## src/rtl/truth_table_scanner.sv

```systemverilog
// rtl/truth_table_scanner.sv - walks a latched truth table and streams SOP minterm / POS maxterm indices
module truth_table_scanner #(
    parameter int N = 2
) (
    input  logic                clk,
    input  logic                reset,
    input  logic                start,
    input  logic                mode,
    input  logic [(1<<N)-1:0]   table_in,
    input  logic                term_ready,
    output logic                busy,
    output logic                term_valid,
    output logic [N-1:0]        term_index,
    output logic                done,
    output logic [N:0]          term_count
);

    localparam logic [1:0] S_IDLE = 2'd0;
    localparam logic [1:0] S_SCAN = 2'd1;
    localparam logic [1:0] S_EMIT = 2'd2;
    localparam logic [1:0] S_DONE = 2'd3;

    localparam logic [N-1:0] IDX_LAST = {N{1'b1}};

    logic [1:0]          state;
    logic [(1<<N)-1:0]   tbl;
    logic                md;
    logic [N-1:0]        idx;
    logic                tgt;

    // SOP hunts for ones, POS for zeros
    assign tgt  = ~md;
    assign busy = (state == S_SCAN) || (state == S_EMIT);
    assign done = (state == S_DONE);

    always_ff @(posedge clk) begin
        if (reset) begin
            state      <= S_IDLE;
            tbl        <= '0;
            md         <= 1'b0;
            idx        <= '0;
            term_valid <= 1'b0;
            term_index <= '0;
            term_count <= '0;
        end else begin
            case (state)
                S_IDLE: begin
                    if (start) begin
                        tbl        <= table_in;
                        md         <= mode;
                        idx        <= '0;
                        term_count <= '0;
                        state      <= S_SCAN;
                    end
                end
                S_SCAN: begin
                    if (tbl[idx] == tgt) begin
                        term_valid <= 1'b1;
                        term_index <= idx;
                        term_count <= term_count + 1'b1;
                        state      <= S_EMIT;
                    end else if (idx == IDX_LAST) begin
                        state <= S_DONE;
                    end else begin
                        idx <= idx + 1'b1;
                    end
                end
                S_EMIT: begin
                    // last index always leaves through DONE so idx never wraps
                    if (term_ready) begin
                        term_valid <= 1'b0;
                        if (idx == IDX_LAST) begin
                            state <= S_DONE;
                        end else begin
                            idx   <= idx + 1'b1;
                            state <= S_SCAN;
                        end
                    end
                end
                S_DONE: begin
                    state <= S_IDLE;
                end
                default: begin
                    state <= S_IDLE;
                end
            endcase
        end
    end

endmodule

```

## config.mk

```make
export PLATFORM = sky130hd
export DESIGN_NAME = truth_table_scanner
export DESIGN_NICKNAME = d
export VERILOG_FILES = /design/src/rtl/truth_table_scanner.sv
export SDC_FILE = /design/constraint.sdc
export NUM_CORES = 1
export LEC_CHECK = 0
export CAP_MARGIN = 20
export CORE_MARGIN = 1
export CORE_UTILIZATION = 39
export DETAILED_ROUTE_END_ITERATION = 6
export DONT_BUFFER_PORTS = 1
export HOLD_SLACK_MARGIN = 0.06
export PLACE_DENSITY_LB_ADDON = 0.05
export SYNTH_ARGS = -nofsm -noshare
export SYNTH_HDL_FRONTEND = slang
export SYNTH_SLANG_ARGS = --single-unit
```

## constraint.sdc

```tcl
create_clock -name clk -period 2.98 [get_ports clk]
set_input_delay 0.298 -clock clk [delete_from_list [all_inputs] [get_ports clk]]
set_output_delay 0.298 -clock clk [all_outputs]
set_load 0.05 [all_outputs]
```

# Word level (Yosys, flattened, before mapping)
# Index checks and enable logic that the tools add are counted.
[word_totals]
register_bits = 15
input_bits = 9
word_cells = 51
output_inout_bits = 8
[classes]
reduce_logical = 11
n_addsub = 2
magnitude_cmp = 1
n_mux = 19
bitwise_logic = 1
n_eq_ne = 10
[op_table]
columns = ["operator", "n"]
rows = [
  ["2-bit two-way mux", 9],
  ["3-bit AND reduction", 3],
  ["2-bit one-hot mux with 4 select lines", 1],
  ["2-bit == test, second input constant", 3],
  ["3-bit two-way mux", 2],
  ["2-bit inequality test, second input constant", 3],
  ["2-bit one-hot mux with 3 select lines", 1],
  ["3-bit one-hot mux with 2 select lines", 1],
  ["2-bit AND reduction", 2],
  ["4-bit AND reduction", 1],
  ["2-bit nonzero test", 2],
  ["3-bit by 1-bit adder with 3-bit output, second input constant", 1],
  ["2-bit by 3-bit less-than comparator with 1-bit output, second input constant", 1],
  ["1-bit two-way mux", 3],
  ["3-bit by 1-bit inequality test with 1-bit output, second input constant", 1],
  ["3-bit nonzero test", 1],
  ["2-bit by 1-bit adder with 2-bit output, second input constant", 1],
  ["1-bit binary-select mux with 2-bit select", 1],
  ["2-bit by 1-bit == test with 1-bit output, second input constant", 1],
  ["2-bit logical NOT", 1],
  ["2-bit by 1-bit inequality test with 1-bit output, second input constant", 1],
  ["1-bit one-hot mux with 2 select lines", 1],
  ["1-bit == test", 1],
  ["1-bit logical OR", 1],
  ["1-bit NOT", 1],
]

# Longest topological paths before layout
# Gate-level depths: netlist of run 1.
[logic_depth]
depth_word = 5
mapped_depth = 7

# Worst setup path before layout of run 1
# OpenSTA, ideal clock, no wires.
[synth_path]
path_kind = "reg-to-reg"
from = "register state[0]"
to = "register idx[1]"
required_ns = 2.845
arrival_time_ns = 1.692
path_stages_with_launch = 7
setup_time_ns = 0.135
setup_slack_ns = 1.153
path_cell_list = "dfxtp_1 inv_1 ha_1 a21oi_1 nand3_1 o311ai_0 o41ai_1"
[synth_between]
elab_chain_cells = 3
elab_cells_between_ends = 9
cone_classes = "eq/ne: 5; mux: 1; reduce/logical: 3"
[synth_rtl]
columns = ["item", "line_no", "text"]
rows = [
  ["start: declaration", "25", "logic [1:0] state;"],
  ["start signal: assignment", "38", "state <= S_IDLE;"],
  ["start signal: assignment", "53", "state <= S_SCAN;"],
  ["start signal: assignment", "61", "state <= S_EMIT;"],
  ["2-bit by 1-bit == test with 1-bit output (tied with other cells)", "46", "case (state)"],
  ["2-bit inequality test (no source line) or 3-bit nonzero test (tied branches)", "n/a", ""],
  ["4-bit AND reduction (no source line)", "n/a", ""],
  ["end signal: assignment", "65", "idx <= idx + 1'b1;"],
  ["end signal: assignment", "75", "idx <= idx + 1'b1;"],
  ["end: declaration", "28", "logic [N-1:0] idx;"],
]
# Parallel ways exist; a longest one is shown, timed or not.
# A chain may end at the register's enable or synchronous reset.

# Worst setup path after layout of run 1
[layout_path]
from = "register state[1]"
to = "register state[0]"
[layout_between]
elab_chain_cells = 3
elab_cells_between_ends = 9
cone_classes = "eq/ne: 6; mux: 1; reduce/logical: 2"
[layout_rtl]
columns = ["item", "line_no"]
rows = [
  ["2-bit by 1-bit == test with 1-bit output (tied with other cells)", "46"],
  ["3-bit by 1-bit inequality test with 1-bit output (no source line) or 2-bit inequality test (tied branches)", "n/a"],
  ["3-bit AND reduction (no source line)", "n/a"],
]
# Parallel ways exist; a longest one is shown, timed or not.

==> impl_results.md, run 1 <==
- Worst-margin pin slew: 0.574 ns
- Layout cell share with drive strength beyond 1: 0.101
- Count leader, synth: dfxtp_1
- Sum Neg Setup Slack: 0 ns
- Place WS: 0.918 ns
- WL/cell: 14.8 µm
- NumNets Final: 126
- Synth cell count leaders: dfxtp_1, nand2_1, nand3_1
- Mapped Avg Cell Area: 8.64 µm²
- CTS tree: yes
- Clock Pin Slew Worst Setup and Hold Paths: 0.09 ns
- Min Tclk post-route: 2.07 ns
- Asr flop ratio synth: 0
- Critical path arrival: 2.27 ns
- Yosys warns: 0
- Final period utilization: 0.695
- Worst Path Required: 3.18 ns
- Post-route DRC: 0
- Worst setup margin: 0.910 ns
- Buffers on Ports: 0
- Startpoint types: register
- Clk_lat worst skew: 0.28 ns
- Switching Power: 386 µW
- Area Growth Syn to Fin: 6.43%
- Max-slew violations: 0
- Leakage power: 0.000364 µW
- Final hold viol count: 0
- Die Wd: 50.9 µm
- Crit Reg-Reg Startpoint: state[1]
- Initial antenna violation count: 0
- Cells after Synth: 108
- Core area: 2230 µm²
- Seq cells post-synth: 15
- Cts-stage hold buffer count: 0
- Congestion Overflow GR: 0
- Synthesized area: 933 µm²
- Yosys top cell area share: 0.322
- Die area: 2590 µm²
- CTS sink cnt: 15
- DRT iter0 DRCs: 13
- Detail Placement HPWL: 1.52 mm
- Final core utilization: 0.445
- # diodes: 0
- Fmax: 483 MHz
- Crit path from: state[1]
- Starting Density: 0.418
- Synth area leader: dfxtp_1
- Via count: 806
- Syn Nets: 124
- Final Routed Wirelength: 2.03 mm
- Seq pwr share: 0.370
- EDFF count, synth: 0
- Slowest cell on the critical path: or3b_2
- Power Density: 829 nW/µm²
- Crit-path cells: inv_1, ha_1, or3b_2, mux2i_1, nor4_1, o32ai_1
- Switching part of the total: 0.469
- Via/cell ratio: 5.88
- Io pins: 17
- Skew final: 0.00721 ns
- Status: finished clean
- Hold path start: reset
- Netlist cell types: 31
- CP max stage delay: 0.50 ns
- # fillers: 231
- Post-CTS setup repair buffer count: 0
- Ys flop type: dfxtp_1
- RSZ-0062 raised after global routing: false
- First-pass GRT wire length: 3.42 mm
- WS Path Type: reg -> reg
- Number of H-tree levels: 1
- Die Y: 50.9 µm
- Logic gate share of total power: 0.489
- Row count: 17
- 1st-pass router iterations: 4
- Clock power share: 0.141
- Final setup viols: 0
- Placer congestion estimate: 0.777
- CTS Buf Count: 3
- Relative slew slack: 0.617
- Max Buffers Root-to-Sink: 2
- Vias in the first global route: 725
- CP max FO: 10
- Largest cells by area after synthesis: dfxtp_1, ha_1, nand3_1, mux2_2, a21oi_1
- Max-cap violation count: 0
- Internal power component: 438 µW
- Crit. End Element: register
- Largest net degree at the start of global routing: 15
- Post-CTS Resized: 0
- Hold/Removal Path Class: in -> reg
- Register area share after synthesis: 0.322
- Root Driver: clkbuf_4
- GRT Overall Usage: 0.177
- Final ANT Viol Nets: 0
- Maximum vdd drop: 0.000558 V
-- per-stage QoR --
step           instance area [µm²]  cells  hold WS [ns]  power [µW]
2_1_floorplan                  933    108         0.399         638
3_3_place_gp                   947    131         0.370         710
3_5_place_dp                   947    131         0.371         709
4_1_cts                        973    135        0.0605         829
5_1_grt                        993    137        0.0668         890
6_report                       993    137        0.0863         824
-- worst max-delay path: cells and delay by family, from the launching register on --
kind,cells,cell delay (ns)
adder cells (fa/ha/maj),1,0.36
AO/OA/AOI/OAI,1,0.21
AND/OR/NAND/NOR,2,0.61
multiplexers,1,0.33
buffers and inverters,1,0.14
flip-flops,1,0.35
-- worst paths after layout --
kind	to	slack (ns)	cells after the start
worst min-delay path	term_index[0]	0.09	1
worst min register to register	tbl[3]	0.48	2
worst max-delay path	state[0]	0.91	6
worst max register to register	state[0]	0.91	6
-- cells by family after synthesis --
logic type,synth area share
AOI/OAI and AO/OA,0.180
xor gates and xnor gates,0.0188
DFF,0.322
muxes,0.138
buffers and inverters,0.0429
adders and majority gates,0.0938
and+or+nand+nor,0.205
-- metal layers --
metal,track usage,share of wire
met1,0.231,0.49
met2,0.268,0.45
met3,0.0536,0.047
met4,0.0694,0.011
met5,0,0
-- layout by cell type, fill, tap and decap left out, drive strengths merged, types with 4 or more instances in the layout --
cell type	netlist	routed
nand3	12	12
o31ai	4	4
nand3b	4	4
nand2	12	12
clkbuf	3	4
mux2i	5	5
mux2	5	5
a21oi	11	11
dfxtp	15	15
inv	5	5
ha	7	7
-- power groups by stage --
stage               registers, µW  logic (µW)  clock network [µW]
floorplan                     295         343                   0
global placement              309         402                   0
detailed placement            309         400                   0
CTS                           304         401                 123
global route                  313         443                 135
finish                        305         403                 116
-- sequential cells by signal, indices dropped and copies added, names as in the netlist --
signal	count
term_valid	1
idx	2
term_index	2
md	1
term_count	3
tbl	4
state	2
-- final cells by class --
type                    instances  area, µm²  area share
multi-input cells              83        593       0.597
flip-flops and latches         15        300       0.302
clock buffers                   4       26.3      0.0264
repair buffers                  2       20.0      0.0202
inverters                       5       18.8      0.0189
well taps                      28       35.0      0.0353
No activity file was read; power rests on OpenSTA's default activity.
==> inputs of run 2 (changes only) <==
clock period = 1.7 ns   (was 2.98 ns; I/O delays follow)
==> impl_results.md, run 2 (synthesis results as in run 1) <==
- Min Tclk post-route: 1.65 ns
- Initial antenna violation count: 0
- Max-cap violation count: 0
- Area Growth Syn to Fin: 36.1%
- Skew final: 0.00851 ns
- Total power: 1850 µW
- Final setup viols: 0
- Worst-margin pin slew: 0.594 ns
- 1st-pass router iterations: 4
- Buffers on Ports: 0
- Vias in the first global route: 838
- Post-route DRC: 0
- Non-filler instance count after layout: 160
- Final core utilization: 0.569
- Crit. End Element: register
- Register Area: 308 µm²
- Worst Path Required: 1.85 ns
- DRT iter0 DRCs: 10
- WP buf/inv: 1
- Root Driver: clkbuf_4
- CTS sink cnt: 15
- FF-to-FF setup slack: 0.05 ns
- Number of H-tree levels: 1
- Die area: 2590 µm²
- Slowest cell on the critical path: mux4_2
- Placer congestion estimate: 0.845
- Biggest register: tbl
- Final period utilization: 0.972
- Final ANT Viol Nets: 0
- CP max stage delay: 0.54 ns
- CP max FO: 3
- RSZ-0062 raised after global routing: true
- Congestion Overflow GR: 0
- Clock Pin Slew Worst Setup and Hold Paths: 0.10 ns
- NumNets Final: 149
- Power Density: 1460 nW/µm²
- Die Y: 50.9 µm
- Placed insts: 149
- Maximum vdd drop: 0.000712 V
- Core area: 2230 µm²
- Via count: 879
- Largest net degree at the start of global routing: 14
- Startpoint types: register
- Detail Placement HPWL: 1.70 mm
- Crit-path cells: mux4_2, xnor2_2, buf_4, a31oi_1, o32ai_2
- Place WS: -0.00140 ns
- Row count: 17
- WS Path Type: reg -> reg
- First-pass GRT wire length: 3.93 mm
- WL/cell: 14.8 µm
- Top Family by Delay on Critical Path: multiplexers
- Most common cell after layout, fill and taps aside: buf_4
- # diodes: 0
- Number of flip-flops in the largest register: 4
- Leakage power: 0.000503 µW
- Starting Density: 0.418
- Final hold viol count: 0
- Status: finished clean
- Most frequent cells in the layout: buf_4, nand3_1, nand2_1, dfxtp_1, a21oi_1
- Sum Neg Setup Slack: 0 ns
- Max Buffers Root-to-Sink: 2
- Worst setup margin: 0.0478 ns
- CTS Buf Count: 3
- Hold/Removal Path Class: in -> reg
- Clk_lat worst skew: 0.29 ns
- Die Wd: 50.9 µm
- Fmax: 605 MHz
- Final Routed Wirelength: 2.37 mm
- # fillers: 218
- Via/cell ratio: 5.49
- Area used by multi-input combinational logic: 676 µm²
- CTS tree: yes
- Critical path arrival: 1.80 ns
- Max-slew violations: 0
- Layout cell share with drive strength beyond 1: 0.364
- Relative slew slack: 0.603
- Top flop regs: tbl x4, term_count x3
- GRT Overall Usage: 0.207
- Io pins: 17
[run 2: final timing paths]
kind,from,end,depth (start not counted)
max,idx[0],state[1],5
max reg2reg,idx[0],state[1],5
min,start,term_count[2],3
min reg2reg,tbl[3],tbl[3],2
[run 2: per-stage QoR]
step | hold slack (ns) | area, µm²
6_report | 0.148 | 1270
5_1_grt | 0.156 | 1270
4_1_cts | 0.139 | 1210
3_5_place_dp | 0.243 | 1100
3_3_place_gp | 0.241 | 1100
2_1_floorplan | 0.271 | 957
[run 2: cell type report]
cell class                      instances  share of cell area
Clock buffer                            3              0.0177
Clock inverter                          1             0.00394
Inverter                                5              0.0148
Multi-Input combinational cell         83               0.532
Sequential cell                        15               0.242
Tap cell                               28              0.0276
Timing Repair Buffer                   25               0.162
[run 2: worst reg2reg max path, stage by stage (launching register included)]
cell	delay (ns)
dfxtp_4	0.36
mux4_2	0.54
xnor2_2	0.16
buf_4	0.16
a31oi_1	0.20
o32ai_2	0.09
[run 2: per-layer routing]
metal	routed length, µm	track usage	vias to the layer above	share of wire
met1	1100	0.277	407	0.46
met5	0	0	-	0
met4	17	0.0833	0	0.0072
met3	88	0.0417	2	0.037
li1	-	-	449	-
met2	1160	0.325	21	0.49
[run 2: where the power goes]
group          switching [µW]  internal (µW)  leakage [µW]
Sequential               64.2            424      0.000124
Clock                     121           87.3     0.0000177
Combinational             625            529      0.000361
[run 2: timing repair]
action,in CTS,in global routing
gates resized for setup,2,15
hold buffers,7,0
pin swaps,0,2
hold endpoints to repair,13,0
setup buffers,0,0
setup endpoints to repair,1,10
==> inputs of run 3 (changes only) <==
CORE_UTILIZATION = 54   (was 39)
==> impl_results.md, run 3 (synthesis results as in run 1) <==
- Status: finished with violations
- Failing checks: DRC, hold timing
- CP max stage delay: 0.54 ns
- Grt peak-use layer: met2
- Clock Pin Slew Worst Setup and Hold Paths: 0.10 ns
- 1st-pass router iterations: 7
- Io pins: 17
- Maximum vdd drop: 0.00118 V
- RSZ-0062 raised after global routing: true
- # diodes: 0
- Skew final: 0.00278 ns
- WS Path Type: reg -> reg
- Die area: 1900 µm²
- Number of H-tree levels: 1
- Initial antenna violation count: 0
- Critical path arrival: 1.90 ns
- CTS Buf Count: 3
- Placed insts: 136
- Biggest register: tbl
- Worst-margin pin slew: 0.530 ns
- Post-route DRC: 5
- Core area: 1560 µm²
- Hold depth: 1
- NumNets Final: 144
- Number of flip-flops in the largest register: 4
- Non-filler instance count after layout: 143
- Max-cap violation count: 0
- Layout cell share with drive strength beyond 1: 0.362
- Most frequent cells in the layout: buf_4, nand3_1, nand2_1
- Grt met2 use: 0.424
- Via/cell ratio: 6.06
- Die Y: 43.6 µm
- Most common cell after layout, fill and taps aside: buf_4
- Total power: 1790 µW
- Die Wd: 43.6 µm
- Min Tclk post-route: 1.67 ns
- Congestion Overflow GR: 0
- Fmax: 597 MHz
- Crit-path cells: mux4_2, xnor2_2, or4_4, a21oi_2
- Power Density: 1520 nW/µm²
- Final period utilization: 0.985
- Area Growth Syn to Fin: 26.4%
- Final core utilization: 0.757
- WL/cell: 15.0 µm
- Vias in the first global route: 888
- Max Buffers Root-to-Sink: 2
- Slowest cell on the critical path: mux4_2
- Final Routed Wirelength: 2.14 mm
- Hold/Removal Path Class: in -> reg
- CTS tree: yes
- Root Driver: clkbuf_4
- Startpoint types: register
- Final ANT Viol Nets: 0
- M3 GR Usage: 0.0583
- Via count: 867
- Buffers on Ports: 0
- DRT iter0 DRCs: 27
- Largest net degree at the start of global routing: 15
- CTS sink cnt: 15
- Relative slew slack: 0.646
- Detail Placement HPWL: 1.62 mm
- Hold_ws: -0.0618 ns
- Final hold viol count: 13
- Reg2Reg Depth: 4
- GRT Overall Usage: 0.260
- Clk_lat worst skew: 0.28 ns
- Final setup viols: 0
- First-pass GRT wire length: 3.64 mm
- Max-slew violations: 0
- Leakage power: 0.000472 µW
- Worst Path Required: 1.93 ns
- CP max FO: 4
- Met1 Track Usage GR: 0.326
- Sum Neg Setup Slack: 0 ns
- Placer congestion estimate: 0.850
- Crit. End Element: register
- Top flop regs: tbl x4, term_count x3
- Starting Density: 0.599
- Row count: 14
==> run 3: cell count changes in the layout (fill, tap and decap cells not counted), moves of 2 or more <==
| cell | change |
|---|---|
| dlygate4sd3_1 | -7 |
| mux2i_1 | +2 |
| mux2i_2 | -2 |
| buf_4 | +2 |
==> run 3: path summary, 6_finish.rpt <==
check	to	slack, ns	from
max	term_count[0]	0.03	idx[0]
min	term_count[0]	-0.06	reset
min reg2reg	tbl[1]	0.48	tbl[1]
max reg2reg	term_count[0]	0.03	idx[0]
==> run 3: report_power, final <==
part           leakage, µW  internal, µW  switching [µW]
combinational     0.000330           489             557
clock            0.0000177          87.3             122
sequential        0.000124           424             110
==> run 3: timing repair <==
item | 4_1_cts | 5_1_grt
buffers inserted | 1 | 2
endpoints found under the setup margin | 2 | 7
gates resized for setup | 1 | 12
cloned | 0 | 0
endpoints found under the hold margin | 13 | 13
pin swaps | 0 | 3
==> run 3: routing by layer <==
| metal | vias up | wire, µm |
|---|---|---|
| li1 | 440 | - |
| met3 | 4 | 100 |
| met2 | 22 | 1030 |
| met4 | 0 | 24 |
| met1 | 401 | 983 |
| met5 | - | 0 |
==> run 3: cell type report <==
| class | count | area, µm² |
|---|---|---|
| Multi-Input combinational cell | 83 | 656 |
| Tap cell | 16 | 20.0 |
| Clock buffer | 3 | 22.5 |
| Sequential cell | 15 | 308 |
| Fill cell | 121 | 379 |
| Timing Repair Buffer | 20 | 150 |
| Inverter | 5 | 18.8 |
| Clock inverter | 1 | 5.00 |
==> run 3: stage by stage <==
stage	area [µm²]	hold WS, ns	setup slack [ns]
after CTS	1120	-0.0703	0.000262
final	1180	-0.0618	0.0261
after detailed placement	1080	0.242	0.00547
after global routing	1180	-0.0745	-0.0371
after global placement	1080	0.241	0.0445
after floorplan	957	0.271	0.00113
==> run 3: worst max-delay path: cells and delay by family (launching register included) <==
kind / cells / cell delay, ns
muxes: 1 / 0.54
and+or+nand+nor: 1 / 0.43
xor gates and xnor gates: 1 / 0.18
AOI/OAI and AO/OA: 1 / 0.11
DFF: 1 / 0.36
